## src/rtl/lut_layer_sequencer.sv

```systemverilog
// Time-multiplexed LogicNets layer evaluator: one shared LUT memory, one lookup per
// neuron per cycle, results gathered into a vector and handed downstream.
module lut_layer_sequencer #(
  parameter int NEURONS  = 8,
  parameter int FAN_IN   = 8,
  parameter int OUT_BITS = 1,
  parameter int MEM_LAT  = 1,
  parameter int IDX_W    = $clog2(NEURONS)
) (
  input  logic                         clk,
  input  logic                         rst_n,
  input  logic                         s_valid,
  output logic                         s_ready,
  input  logic [NEURONS*FAN_IN-1:0]    s_data,
  output logic                         mem_en,
  output logic [IDX_W+FAN_IN-1:0]      mem_addr,
  input  logic [OUT_BITS-1:0]          mem_rdata,
  output logic                         m_valid,
  input  logic                         m_ready,
  output logic [NEURONS*OUT_BITS-1:0]  m_data,
  output logic                         busy
);

  typedef enum logic [1:0] {IDLE, ISSUE, DRAIN, OUT} state_t;

  state_t                        state;
  logic [NEURONS*FAN_IN-1:0]     frame;
  logic [IDX_W-1:0]              idx;
  logic [IDX_W-1:0]              idx_nxt;
  logic [MEM_LAT-1:0]            vld_p;
  logic [IDX_W-1:0]              idx_p [MEM_LAT];
  logic [NEURONS*OUT_BITS-1:0]   result;
  logic                          ret_last;

  function automatic logic [FAN_IN-1:0] slice_of(input logic [NEURONS*FAN_IN-1:0] f,
                                                 input logic [IDX_W-1:0] k);
    logic [FAN_IN-1:0] s;
    s = '0;
    for (int i = 0; i < NEURONS; i++)
      if (k == IDX_W'(i)) s = f[i*FAN_IN +: FAN_IN];
    return s;
  endfunction

  assign idx_nxt  = idx + IDX_W'(1);
  assign ret_last = vld_p[MEM_LAT-1] && (idx_p[MEM_LAT-1] == IDX_W'(NEURONS-1));
  assign m_data   = result;

  // s_ready is registered, so it re-arms one cycle after a transfer returns to IDLE
  always_ff @(posedge clk or negedge rst_n) begin
    if (!rst_n) begin
      state    <= IDLE;
      s_ready  <= 1'b0;
      mem_en   <= 1'b0;
      mem_addr <= '0;
      m_valid  <= 1'b0;
      busy     <= 1'b0;
      idx      <= '0;
    end else begin
      case (state)
        IDLE: begin
          s_ready <= 1'b1;
          if (s_valid && s_ready) begin
            s_ready  <= 1'b0;
            mem_en   <= 1'b1;
            mem_addr <= {IDX_W'(0), s_data[FAN_IN-1:0]};
            idx      <= '0;
            busy     <= 1'b1;
            state    <= ISSUE;
          end
        end
        ISSUE: begin
          if (idx == IDX_W'(NEURONS-1)) begin
            mem_en   <= 1'b0;
            mem_addr <= '0;
            state    <= DRAIN;
          end else begin
            idx      <= idx_nxt;
            mem_addr <= {idx_nxt, slice_of(frame, idx_nxt)};
          end
        end
        DRAIN: begin
          if (ret_last) begin
            m_valid <= 1'b1;
            state   <= OUT;
          end
        end
        OUT: begin
          if (m_ready) begin
            m_valid <= 1'b0;
            busy    <= 1'b0;
            state   <= IDLE;
          end
        end
        default: state <= IDLE;
      endcase
    end
  end

  always_ff @(posedge clk) begin
    if (state == IDLE && s_valid && s_ready) frame <= s_data;
  end

  // return pipeline p0..p(MEM_LAT-1): tag travels alongside the memory read
  always_ff @(posedge clk or negedge rst_n) begin
    if (!rst_n) begin
      vld_p <= '0;
    end else begin
      vld_p[0] <= mem_en;
      for (int i = 1; i < MEM_LAT; i++) vld_p[i] <= vld_p[i-1];
    end
  end

  always_ff @(posedge clk) begin
    idx_p[0] <= idx;
    for (int i = 1; i < MEM_LAT; i++) idx_p[i] <= idx_p[i-1];
  end

  // result write-back at the pipeline exit
  always_ff @(posedge clk or negedge rst_n) begin
    if (!rst_n) begin
      result <= '0;
    end else begin
      for (int k = 0; k < NEURONS; k++)
        if (vld_p[MEM_LAT-1] && idx_p[MEM_LAT-1] == IDX_W'(k))
          result[k*OUT_BITS +: OUT_BITS] <= mem_rdata;
    end
  end

endmodule

```

## config.mk

```make
export PLATFORM = sky130hd
export DESIGN_NAME = lut_layer_sequencer
export DESIGN_NICKNAME = d
export VERILOG_FILES = /design/src/rtl/lut_layer_sequencer.sv
export SDC_FILE = /design/constraint.sdc
export NUM_CORES = 1
export LEC_CHECK = 0
export BUFFER_PORTS_ARGS = -buffer_cell sky130_fd_sc_hd__buf_2
export CELL_PAD_IN_SITES_DETAIL_PLACEMENT = 0
export CELL_PAD_IN_SITES_GLOBAL_PLACEMENT = 2
export CORE_ASPECT_RATIO = 0.5
export CORE_MARGIN = 4
export CORE_UTILIZATION = 36
export DETAILED_ROUTE_END_ITERATION = 12
export PLACE_DENSITY_LB_ADDON = 0.1
export SYNTH_ARGS = -nofsm -noshare
export SYNTH_HDL_FRONTEND = slang
export SYNTH_SLANG_ARGS = --single-unit
```

## constraint.sdc

```tcl
create_clock -name clk -period 2.8 [get_ports clk]
set_input_delay 0.84 -clock clk [delete_from_list [all_inputs] [get_ports clk]]
set_output_delay 0.84 -clock clk [all_outputs]
set_load 0.03 [all_outputs]
```

# Yosys cells after proc, flatten, opt, wreduce, memory -nomap -nowiden
# Memory sizes are Yosys's and may differ from the RTL's.
# Index checks and enable logic that the tools add are counted.
[word_totals]
reg_bits = 93
ramBits = 3
out_inout_bits = 23
mem_count = 1
[mem_list]
columns = ["name", "depth", "width", "rd", "rd_ports_with_merged_regs", "wr", "line_no", "rtl"]
rows = [
  ["idx_p", 1, 3, 1, 0, 1, "31", "logic [IDX_W-1:0] idx_p [MEM_LAT];"],
]
[classes]
add_sub_neg = 1
eq_ne = 23
n_mux = 27
n_reduce_logical = 23
[ops]
columns = ["operator", "n"]
rows = [
  ["two-way mux 8 bit", 8],
  ["== test 3 bit, second input constant", 9],
  ["two-way mux 11 bit", 2],
  ["one-hot mux 11 bit (2 select lines)", 1],
  ["== test 3 x 2 -> 1 bit, second input constant", 4],
  ["AND reduction 3 bit", 4],
  ["logical AND 1 bit", 11],
  ["!= test 2 bit, second input constant", 5],
  ["two-way mux 2 bit", 4],
  ["one-hot mux 2 bit (4 select lines)", 1],
  ["== test 3 x 1 -> 1 bit, second input constant", 2],
  ["zero test 3 bit", 2],
  ["two-way mux 3 bit", 2],
  ["one-hot mux 1 bit (2 select lines)", 3],
  ["one-hot mux 3 bit (2 select lines)", 1],
  ["nonzero test 2 bit", 3],
  ["two-way mux 1 bit", 5],
  ["== test 2 bit, second input constant", 2],
  ["AND reduction 4 bit", 1],
  ["adder 3 x 1 -> 3 bit, second input constant", 1],
  ["== test 2 x 1 -> 1 bit, second input constant", 1],
  ["zero test 2 bit", 1],
  ["AND reduction 2 bit", 1],
]

# Logic depth before layout (Yosys ltp)
# Gate-level depths: netlist of run 1.
[depth]
ltp_word = 12
mapped_depth = 9

# Least setup slack after synthesis of run 1
# OpenSTA, ideal clock, no wires.
[synth_timing]
path_type = "input-to-reg"
from = "in s_valid"
to = "reg idx[0]"
setup_time_ns = 0.121
arrival_time_ns = 1.923
t_required_ns = 2.679
slack_ns = 0.756
path_stages = 6
path_buffers = 1
path_cell_list = "and3_1 -> buf_6 -> a21oi_4 -> nor2_1 -> mux2_2 -> a22o_1"
[synth_between]
elab_chain_len = 3
[synth_rtl]
columns = ["item", "line_no", "rtl"]
rows = [
  ["start, declared", "12", "input logic s_valid,"],
  ["logical AND 1 bit", "62", "if (s_valid && s_ready) begin"],
  ["!= test 2 bit (no source line)", "-", ""],
  ["AND reduction 3 bit (no source line)", "-", ""],
  ["end signal, assigned", "77", "idx <= idx_nxt;"],
  ["end, declared", "28", "logic [IDX_W-1:0] idx;"],
]
# No other way between the ends.
# A chain may end at the register's enable or synchronous reset.

# Worst setup path after layout of run 1
[layout_timing]
from = "reg idx[0]"
to = "reg mem_addr[7]"
[layout_between]
elab_chain_len = 12
[layout_rtl]
columns = ["item", "line_no", "rtl"]
rows = [
  ["adder 3 x 1 -> 3 bit", "44", "assign idx_nxt = idx + IDX_W'(1);"],
  ["zero test 3 bit", "40", "if (k == IDX_W'(i)) s = f[i*FAN_IN +: FAN_IN];"],
  ["two-way mux 8 bit (8 in a row)", "40", ""],
  ["two-way mux 11 bit (*)", "72", "if (idx == IDX_W'(NEURONS-1)) begin"],
  ["one-hot mux 11 bit (2 select lines) (*)", "59", "case (state)"],
  ["end signal, assigned", "65", "mem_addr <= {IDX_W'(0), s_data[FAN_IN-1:0]};"],
  ["end signal, assigned", "78", "mem_addr <= {idx_nxt, slice_of(frame, idx_nxt)};"],
  ["end, declared", "16", "output logic [IDX_W+FAN_IN-1:0] mem_addr,"],
]
# Mark *: on every way between the ends. The rest lies on a longest branch, timed or not.

==> results.py, run 1 <==
metrics = {
    "synthesis": {
        "synth_edf_count": 64,
        "ys_seq_elements": 96,
        "yosysTopAreaCell": "edfxtp_1",
        "async_reset_ff_share_pct": 30.21,
        "syn_inst": 336,
        "synthTopCellsByCount": "64 x edfxtp_1, 45 x a21oi_1, 29 x dfrtp_1",
        "post-synth-top-area-fraction_pct": 45.24,
        "synth_cell_type_count": 36,
        "seq_area_frac_synth_pct": 63.74,
        "synth_area_per_cell_um2": 12.64,
        "synth_most_common_cell": "edfxtp_1",
        "synth_warnings": 0,
        "synth_fp_nets": 416,
        "syn_area_um2": 4248,
        "synth_area_leaders": "edfxtp_1 45%, dfrtp_1 17%, a21oi_1 5.3%, ha_1 3.2%, a21o_1 2.8%",
        "synthFlopType": "edfxtp_1",
    },
    "floorplan": {
        "dieWidth_um": 161.6,
        "coreArea_um2": 11250,
        "fp.dieH_um": 84.81,
        "io_pins": 92,
        "start_util_pct": 37.76,
        "rows": 27,
        "dieArea_um2": 13710,
    },
    "outcome": {
        "status": "finished clean",
    },
    "power_and_ir_drop": {
        "clkPwrFrac_pct": 23.3,
        "switchingPower_uw": 2040,
        "leakagePower_uw": 0.002249,
        "swShare_pct": 37.47,
        "peakVddDrop_mv": 0.3595,
        "p_int_uw": 3405,
        "p_seq_share_pct": 37.6,
        "power_density_nw_per_um2": 1047,
        "p_comb_share_pct": 39.0,
    },
    "final_layout": {
        "syn_to_final_growth_pct": 22.39,
        "drive_gt1_share_pct": 32.33,
        "antenna_cells": 0,
        "fin_cells": 592,
        "fin_area_um2": 5199,
        "finalNetCount": 508,
        "post-route-util_pct": 46.21,
    },
    "timing": {
        "max-slew-margin-rel_pct": 54.13,
        "fin_skew_ps": 6.779,
        "whs_ps": 434.8,
        "fin_crit_sh_pct": 85.23,
        "fin_crit_ps": 2387,
        "finalHoldViolCount": 0,
        "tightest_slew_ps": 688.1,
        "finalSetupTns_ps": 0,
        "max_freq_mhz": 419.0,
        "setup_viol": 0,
        "maxSlewViolCount": 0,
        "rsz0062_at_grt": "no",
    },
    "clock_tree": {
        "clk-insertion-delay-late_ps": 340,
        "cts_root_buffer": "clkbuf_16",
        "cts-hold-fix-buffers": 0,
        "cts-resized-gates": 0,
        "cts.reportedPaths.clkPinSlew_ps": 70,
        "cts_buffers": 9,
        "cts_buffer_depth": 2,
        "cts_setup_buffers": 0,
        "tritoncts": "built",
        "cts_num_sinks": 96,
        "htree_levels": 3,
    },
    "route": {
        "routed_wl_um": 10150,
        "firstDrtPassIters": 4,
        "via_count": 2928,
        "first_iter_violations": 180,
        "ant_nets": 0,
        "wl_per_cell_um": 17.14,
        "via_per_inst": 4.946,
        "drc_errors": 0,
    },
    "placed_design": {
        "gp_congestion": 0.8927,
        "place_hpwl_um": 7655,
        "portBuffers": 91,
        "placedCellCount": 576,
        "dpl_cell_area_um2": 4887,
    },
    "critical_path": {
        "worstPathRequired_ps": 3020,
        "startpoint_type": "register",
        "worstPathMaxFanout": 10,
        "end_kind": "register",
        "crit_type": "reg2reg",
        "crit_arrival_ps": 2600,
        "r2r_cells": 7,
    },
    "flow_run": {
        "cap_violations": 0,
    },
    "global_routing": {
        "grt_max_degree": 68,
        "antenna_found_initial": 0,
        "grt_pass1_vias": 2999,
        "grt.total_usage_pct": 15.17,
        "grt_pass1_wl_um": 16080,
        "globalRouteOverflowTotal": 0,
    },
    "hold_path": {
        "hold_depth": 0,
        "hold_class": "reg2reg",
    },
}
cells by family after synthesis:
group | Yosys count | synth area share (%)
and+or+nand+nor | 67 | 8.748
DFF | 96 | 63.74
muxes | 10 | 2.651
AOI/OAI and AO/OA | 120 | 18.20
adders and majority gates | 11 | 3.240
buffers and inverters | 32 | 3.417
routing by layer:
metal,share of wire [%],wire (um),up-vias,global-route usage [%]
met5,0,0,-,0
met4,0.60,61,0,2.763
met3,7.0,706,7,4.803
met2,43,4379,82,22.76
met1,49,4999,1398,21.96
li1,-,-,1441,-
final cells by class:
| class | instances | area [um2] |
|---|---|---|
| Fill cell | 1057 | 6051 |
| Sequential cell | 96 | 2708 |
| Multi-Input combinational cell | 208 | 1396 |
| Timing Repair Buffer | 100 | 535.5 |
| Clock buffer | 9 | 225.2 |
| Tap cell | 159 | 198.9 |
| Clock inverter | 7 | 86.33 |
| Inverter | 13 | 48.80 |
metrics by stage:
stage	setup WS, ps	power (uW)
after global routing	235.2	5789
after CTS	422.2	5508
after detailed placement	433.9	4224
after floorplan	756.3	3574
final	413.5	5445
after global placement	542.7	4198
worst max-delay path: stages (launching register included):
cell     delay [ps]
dfrtp_1         460
ha_1            250
ha_1            530
nand2_4         150
and3b_1         320
a22o_1          280
o21ai_1         160
a31oi_1         110
layout by cell type, fill, tap and decap left out, drive strengths merged, types with 3 or more instances in the layout:
| cell type | count |
|---|---|
| a21o | 16 |
| a21oi | 48 |
| a22o | 11 |
| a31oi | 8 |
| and3 | 9 |
| buf | 100 |
| clkbuf | 9 |
| dfrtp | 29 |
| dfxtp | 3 |
| edfxtp | 64 |
| ha | 11 |
| inv | 17 |
| mux2 | 10 |
| nand2 | 13 |
| nand2b | 11 |
| nor2 | 14 |
| nor2b | 10 |
| o21ai | 26 |
| o221a | 8 |
power groups by stage:
| stage | combinational [uW] | sequential, uW | clock, uW |
|---|---|---|---|
| after floorplan | 1280 | 2290 | 0 |
| final | 2130 | 2050 | 1270 |
| after CTS | 2150 | 2050 | 1310 |
| after detailed placement | 2140 | 2080 | 0 |
| after global placement | 2130 | 2070 | 0 |
| after global routing | 2350 | 2080 | 1360 |
flip-flops by register name, summed over array words and instances, names as in the netlist:
register  flops
busy          1
frame        64
idx           3
idx_p         3
m_data        8
m_valid       1
mem_addr     11
mem_en        1
s_ready       1
state         2
vld_p         1
final timing paths:
check / end / start / slack [ps]
setup / recovery: mem_addr[7]$_DFFE_PN0P_ / idx[0]$_DFFE_PN0P_ / 410
hold / removal: vld_p$_DFF_PN0_ / mem_en$_DFFE_PN0P_ / 430
setup reg to reg: mem_addr[7]$_DFFE_PN0P_ / idx[0]$_DFFE_PN0P_ / 410
hold reg to reg: vld_p$_DFF_PN0_ / mem_en$_DFFE_PN0P_ / 430
max in group asynchronous: mem_addr[1]$_DFFE_PN0P_ / rst_n / 1820
min in group asynchronous: m_data[1]$_DFFE_PN0P_ / rst_n / 540
(Power assumes the default switching activity.)
==> run 2, diff against run 1 <==
- ABC_AREA: not set -> 1
- CORE_UTILIZATION: 36 -> 33
==> results.py, run 2 <==
metrics = {
    "outcome": {
        "status": "finished clean",
    },
    "clock_tree": {
        "tritoncts": "built",
        "clk-insertion-delay-late_ps": 340,
        "cts_root_buffer": "clkbuf_16",
        "cts.reportedPaths.clkPinSlew_ps": 60,
        "cts_setup_buffers": 0,
        "cts_num_sinks": 96,
        "cts_buffers": 9,
        "cts-hold-fix-buffers": 0,
        "cts_buffer_depth": 2,
        "htree_levels": 3,
        "cts-resized-gates": 0,
    },
    "placed_design": {
        "placedCellCount": 681,
        "gp_congestion": 0.7727,
        "place_hpwl_um": 8071,
        "portBuffers": 91,
        "dp_slack_ps": 324.4,
        "dpl_cell_area_um2": 4873,
    },
    "global_routing": {
        "grt_pass1_vias": 3143,
        "grt_pass1_wl_um": 17240,
        "globalRouteOverflowTotal": 0,
        "grt.total_usage_pct": 15.38,
        "grt_max_degree": 37,
        "antenna_found_initial": 2,
    },
    "synthesis": {
        "async_reset_ff_share_pct": 30.21,
        "synth_most_common_cell": "nand2_1",
        "yosysTopAreaCell": "edfxtp_1",
        "seq_area_frac_synth_pct": 63.95,
        "ys_seq_elements": 96,
        "synth_fp_nets": 511,
        "synth_cell_type_count": 24,
        "synthFlopType": "edfxtp_1",
        "synth_warnings": 0,
        "synthTopCellsByCount": "113 x nand2_1, 64 x edfxtp_1, 53 x nor2_1",
        "syn_area_um2": 4234,
        "synth_edf_count": 64,
        "post-synth-top-area-fraction_pct": 45.39,
        "synth_area_per_cell_um2": 9.824,
        "synth_area_leaders": "edfxtp_1 45%, dfrtp_1 17%, nand2_1 10%, nor2_1 4.7%, inv_1 4.4%",
        "syn_inst": 431,
    },
    "route": {
        "via_count": 3169,
        "firstDrtPassIters": 4,
        "via_per_inst": 4.540,
        "wl_per_cell_um": 15.63,
        "ant_nets": 0,
        "first_iter_violations": 200,
        "drc_errors": 0,
        "routed_wl_um": 10910,
    },
    "final_layout": {
        "layout_common_cells": "113 x nand2_1, 91 x buf_2, 64 x edfxtp_1",
        "regMostFlops": "frame",
        "final_common_cell": "nand2_1",
        "fin_area_um2": 5172,
        "fin_cells": 698,
        "finalNetCount": 607,
        "largest_reg_flops": 64,
        "drive_gt1_share_pct": 23.31,
        "syn_to_final_growth_pct": 22.16,
    },
    "timing": {
        "max_freq_mhz": 401.0,
        "finalSetupTns_ps": 0,
        "setup_viol": 0,
        "fin_skew_ps": 10.17,
        "maxSlewViolCount": 0,
        "fin_crit_ps": 2494,
        "max-slew-margin-rel_pct": 53.91,
        "tightest_slew_ps": 691.4,
        "worst_slack_ps": 306.5,
        "fin_crit_sh_pct": 89.05,
        "rsz0062_at_grt": "no",
        "finalHoldViolCount": 0,
    },
    "critical_path": {
        "crit_arrival_ps": 2750,
        "r2r_cells": 13,
        "r2r-end": "mem_addr[4]$_DFFE_PN0P_",
        "worstPathMaxFanout": 14,
        "end_kind": "register",
        "crit_type": "reg2reg",
        "worstPathRequired_ps": 3060,
        "r2r-start": "idx[0]$_DFFE_PN0P_",
        "reg2reg_slack_ps": 310,
        "startpoint_type": "register",
    },
    "floorplan": {
        "dieWidth_um": 168.2,
        "rows": 28,
        "dieArea_um2": 14820,
        "start_util_pct": 34.83,
        "io_pins": 92,
        "fp.dieH_um": 88.10,
        "coreArea_um2": 12160,
    },
    "flow_run": {
        "cap_violations": 0,
    },
    "hold_path": {
        "hold_class": "reg2reg",
        "min_to": "vld_p$_DFF_PN0_",
        "min_from": "mem_en$_DFFE_PN0P_",
        "hold_depth": 0,
    },
    "power_and_ir_drop": {
        "peakVddDrop_mv": 0.4665,
        "power_density_nw_per_um2": 1103,
        "leakagePower_uw": 0.002371,
    },
}
==> run 2: cell count changes after synthesis, moves of 16 or more <==
| cell | before | now |
|---|---|---|
| a21o_1 | 16 | 0 |
| a21oi_1 | 45 | 29 |
| nand3_1 | 0 | 29 |
| nand2_1 | 12 | 113 |
| nor2_1 | 14 | 53 |
| inv_1 | 13 | 50 |
==> run 2: per-layer routing <==
layer	track usage (%)	part of all wire (%)
met1	23.29	52
met2	21.22	41
met3	5.275	6.5
met4	3.093	0.41
met5	0	0.064
==> run 2: critical path, cell delays in order (launching register included) <==
cell and delay (ps):
dfrtp_1 430, ha_1 240, ha_1 520, nor2_2 360, nand3_1 180, nand2_1 110, nand2_1 50, nand2_1 60
nand2_1 50, nand2_1 60, nand2_1 100, nand2_1 90, nand2_1 50, a21oi_1 120
==> run 2: cell families after synthesis <==
group	count (synthesis)	synth area share, %
AO/OA/AOI/OAI	54	6.679
adder cells (fa/ha/maj)	11	3.251
flip-flops	96	63.95
AND/OR/NAND/NOR	205	19.83
buffers and inverters	65	6.294
==> run 2: worst max-delay path by stage <==
stage	startpoint	endpoint	slack, ps	cells after the start
2_1_floorplan	s_valid	frame[0]$_DFFE_PP_	500	2
3_5_place_dp	idx[0]$_DFFE_PN0P_	mem_addr[4]$_DFFE_PN0P_	320	13
4_1_cts	idx[0]$_DFFE_PN0P_	mem_addr[4]$_DFFE_PN0P_	300	13
3_3_place_gp	idx[0]$_DFFE_PN0P_	mem_addr[4]$_DFFE_PN0P_	310	13
6_report	idx[0]$_DFFE_PN0P_	mem_addr[4]$_DFFE_PN0P_	310	13
5_1_grt	idx[0]$_DFFE_PN0P_	mem_addr[4]$_DFFE_PN0P_	30	13
==> run 2: layout make-up <==
type                            instances  area [um2]
Fill cell                            1239        6984
Inverter                               55       206.4
Timing Repair Buffer                   95       485.5
Multi-Input combinational cell        270        1267
Sequential cell                        96        2708
Clock buffer                           14       286.5
Tap cell                              165       206.4
Antenna cell                            1       2.502
Clock inverter                          2       10.01
==> run 2: through the flow <==
step / total power [uW] / utilization (%) / hold WS [ps]
after floorplan: 3816 / - / 399.5
after global placement: 4562 / 40.09 / 430.3
after detailed placement: 4554 / 40.09 / 409.6
after CTS: 5799 / 42.53 / 440.6
after global routing: 6194 / 42.55 / 480.0
final: 5707 / 42.55 / 433.5
==> run 2: power breakdown <==
part	total (uW)	switching (uW)	internal [uW]
registers	2070	186	1880
clock network	1210	508	707
logic	2430	1720	710
total	5710	2410	3300
==> run 3, diff against run 2 <==
- CORE_MARGIN: 4 -> not set
==> results.py, run 3 (synthesized netlist as in run 2, its figures left out) <==
metrics = {
    "hold_path": {
        "min_from": "mem_en$_DFFE_PN0P_",
        "hold_class": "reg2reg",
        "hold_depth": 0,
        "min_to": "vld_p$_DFF_PN0_",
    },
    "timing": {
        "finalHoldViolCount": 0,
        "fin_crit_sh_pct": 86.15,
        "maxSlewViolCount": 0,
        "fin_crit_ps": 2412,
        "max-slew-margin-rel_pct": 54.35,
        "tightest_slew_ps": 684.8,
        "rsz0062_at_grt": "no",
        "setup_viol": 0,
        "fin_skew_ps": 6.488,
        "finalSetupTns_ps": 0,
        "max_freq_mhz": 414.5,
    },
    "critical_path": {
        "crit_top_cell": "nand2_1",
        "crit_type": "reg2reg",
        "crit_arrival_ps": 2670,
        "r2r_cells": 13,
        "worstPathCellList": "ha_1, ha_1, nor2_2, nand3_1, nand2_1, nand2_1, nand2_1, nand2_1, nand2_1, nand2_1, nand2_1, nand2_1, a21oi_1",
        "critPathTopFamily": "simple AND/OR/NAND/NOR gates",
        "cp.depth": 13,
        "worstPathMaxFanout": 14,
        "end_kind": "register",
        "worstPathRequired_ps": 3060,
        "startpoint_type": "register",
        "cp_num_buf_inv": 0,
        "r2r-end": "mem_addr[2]$_DFFE_PN0P_",
        "r2r-start": "idx[0]$_DFFE_PN0P_",
        "cp_slowest_cell": "ha_1",
        "reg2reg_slack_ps": 390,
        "slowest_delay_ps": 510,
    },
    "flow_run": {
        "cap_violations": 0,
    },
    "outcome": {
        "status": "finished clean",
    },
    "clock_tree": {
        "cts_buffer_depth": 2,
        "cts_buffers": 9,
        "htree_levels": 3,
        "cts-hold-fix-buffers": 0,
        "clk-insertion-delay-late_ps": 330,
        "cts_root_buffer": "clkbuf_16",
        "cts.reportedPaths.clkPinSlew_ps": 70,
        "cts-resized-gates": 0,
        "cts_num_sinks": 96,
        "tritoncts": "built",
        "cts_setup_buffers": 0,
    },
    "final_layout": {
        "post-route-util_pct": 42.27,
        "layout_common_cells": "113 x nand2_1, 91 x buf_2, 64 x edfxtp_1",
        "drive_gt1_share_pct": 22.98,
        "syn_to_final_growth_pct": 21.37,
        "largest_reg_flops": 64,
        "final_common_cell": "nand2_1",
        "finalNetCount": 606,
        "regMostFlops": "frame",
        "antenna_cells": 0,
    },
    "floorplan": {
        "start_util_pct": 34.83,
        "coreArea_um2": 12160,
        "fp.dieH_um": 82.10,
        "rows": 28,
        "dieArea_um2": 13320,
        "io_pins": 92,
        "dieWidth_um": 162.2,
    },
    "route": {
        "firstDrtPassIters": 4,
        "routed_wl_um": 10510,
        "via_count": 3155,
        "ant_nets": 0,
        "first_iter_violations": 203,
        "wl_per_cell_um": 15.10,
        "via_per_inst": 4.533,
        "drc_errors": 0,
    },
    "global_routing": {
        "grt_pass1_wl_um": 16190,
        "globalRouteOverflowTotal": 0,
        "antenna_found_initial": 0,
        "grt_pass1_vias": 2980,
        "grt_max_degree": 66,
        "grt.total_usage_pct": 16.68,
    },
    "power_and_ir_drop": {
        "power_density_nw_per_um2": 1095,
        "p_total_uw": 5624,
        "leakagePower_uw": 0.002353,
        "peakVddDrop_mv": 0.5084,
    },
    "placed_design": {
        "place_hpwl_um": 7637,
        "portBuffers": 91,
        "gp_congestion": 0.7493,
    },
}
-- run 3: cell count changes in the layout (fill, tap and decap cells not counted) --
cell,previous run,this run
clkinv_2,2,1
diode_2,1,0
buf_12,0,1
clkbuf_2,1,2
clkbuf_8,2,0
buf_4,4,2
clkbuf_1,1,2
inv_4,0,2
clkbuf_16,10,9
-- run 3: how the worst max path moves through the flow --
stage / startpoint / endpoint / slack [ps]
2_1_floorplan: s_valid / frame[0]$_DFFE_PP_ / 500
3_3_place_gp: idx[0]$_DFFE_PN0P_ / mem_addr[4]$_DFFE_PN0P_ / 440
3_5_place_dp: idx[0]$_DFFE_PN0P_ / mem_addr[4]$_DFFE_PN0P_ / 420
4_1_cts: idx[0]$_DFFE_PN0P_ / mem_addr[4]$_DFFE_PN0P_ / 390
5_1_grt: idx[0]$_DFFE_PN0P_ / mem_addr[4]$_DFFE_PN0P_ / 130
6_report: idx[0]$_DFFE_PN0P_ / mem_addr[2]$_DFFE_PN0P_ / 390
-- run 3: metrics by stage --
| stage | std cells | instance area [um2] | hold slack, ps | setup WS [ps] |
|---|---|---|---|---|
| floorplan | 431 | 4242 | 399.5 | 495.9 |
| global placement | 680 | 4878 | 429.1 | 441.8 |
| detailed placement | 680 | 4878 | 427.7 | 419.4 |
| CTS | 696 | 5139 | 440.6 | 393.6 |
| global route | 696 | 5139 | 449.4 | 127.4 |
| finish | 696 | 5139 | 439.1 | 387.7 |
-- run 3: report_power, final --
| group | internal (uW) | total, uW | leakage (uW) | switching, uW |
|---|---|---|---|---|
| sequential | 1880 | 2070 | 0.000934 | 193 |
| combinational | 713 | 2430 | 0.00128 | 1720 |
| clock | 611 | 1110 | 0.000134 | 504 |
-- run 3: worst register-to-register path: stages, from the launching register on --
cell and delay (ps):
dfrtp_1 430, ha_1 240, ha_1 510, nor2_2 320
nand3_1 160, nand2_1 100, nand2_1 60, nand2_1 50
nand2_1 40, nand2_1 60, nand2_1 90, nand2_1 100
nand2_1 50, a21oi_1 120
-- run 3: area by class of cell --
cell class | instances | area, um2
flip-flops and latches | 96 | 2708
repair buffers | 94 | 490.5
inverters | 55 | 206.4
clock inverters | 3 | 17.52
fillers | 1250 | 7018
clock buffers | 13 | 242.7
well taps | 165 | 206.4
multi-input cells | 270 | 1267
-- run 3: routing by layer --
layer	up-vias	share of wire [%]	global-route usage (%)
met5	-	0	0
met4	0	0.70	3.396
met3	8	4.9	4.446
met2	61	40	23.99
met1	1493	54	24.93
li1	1593	-	-
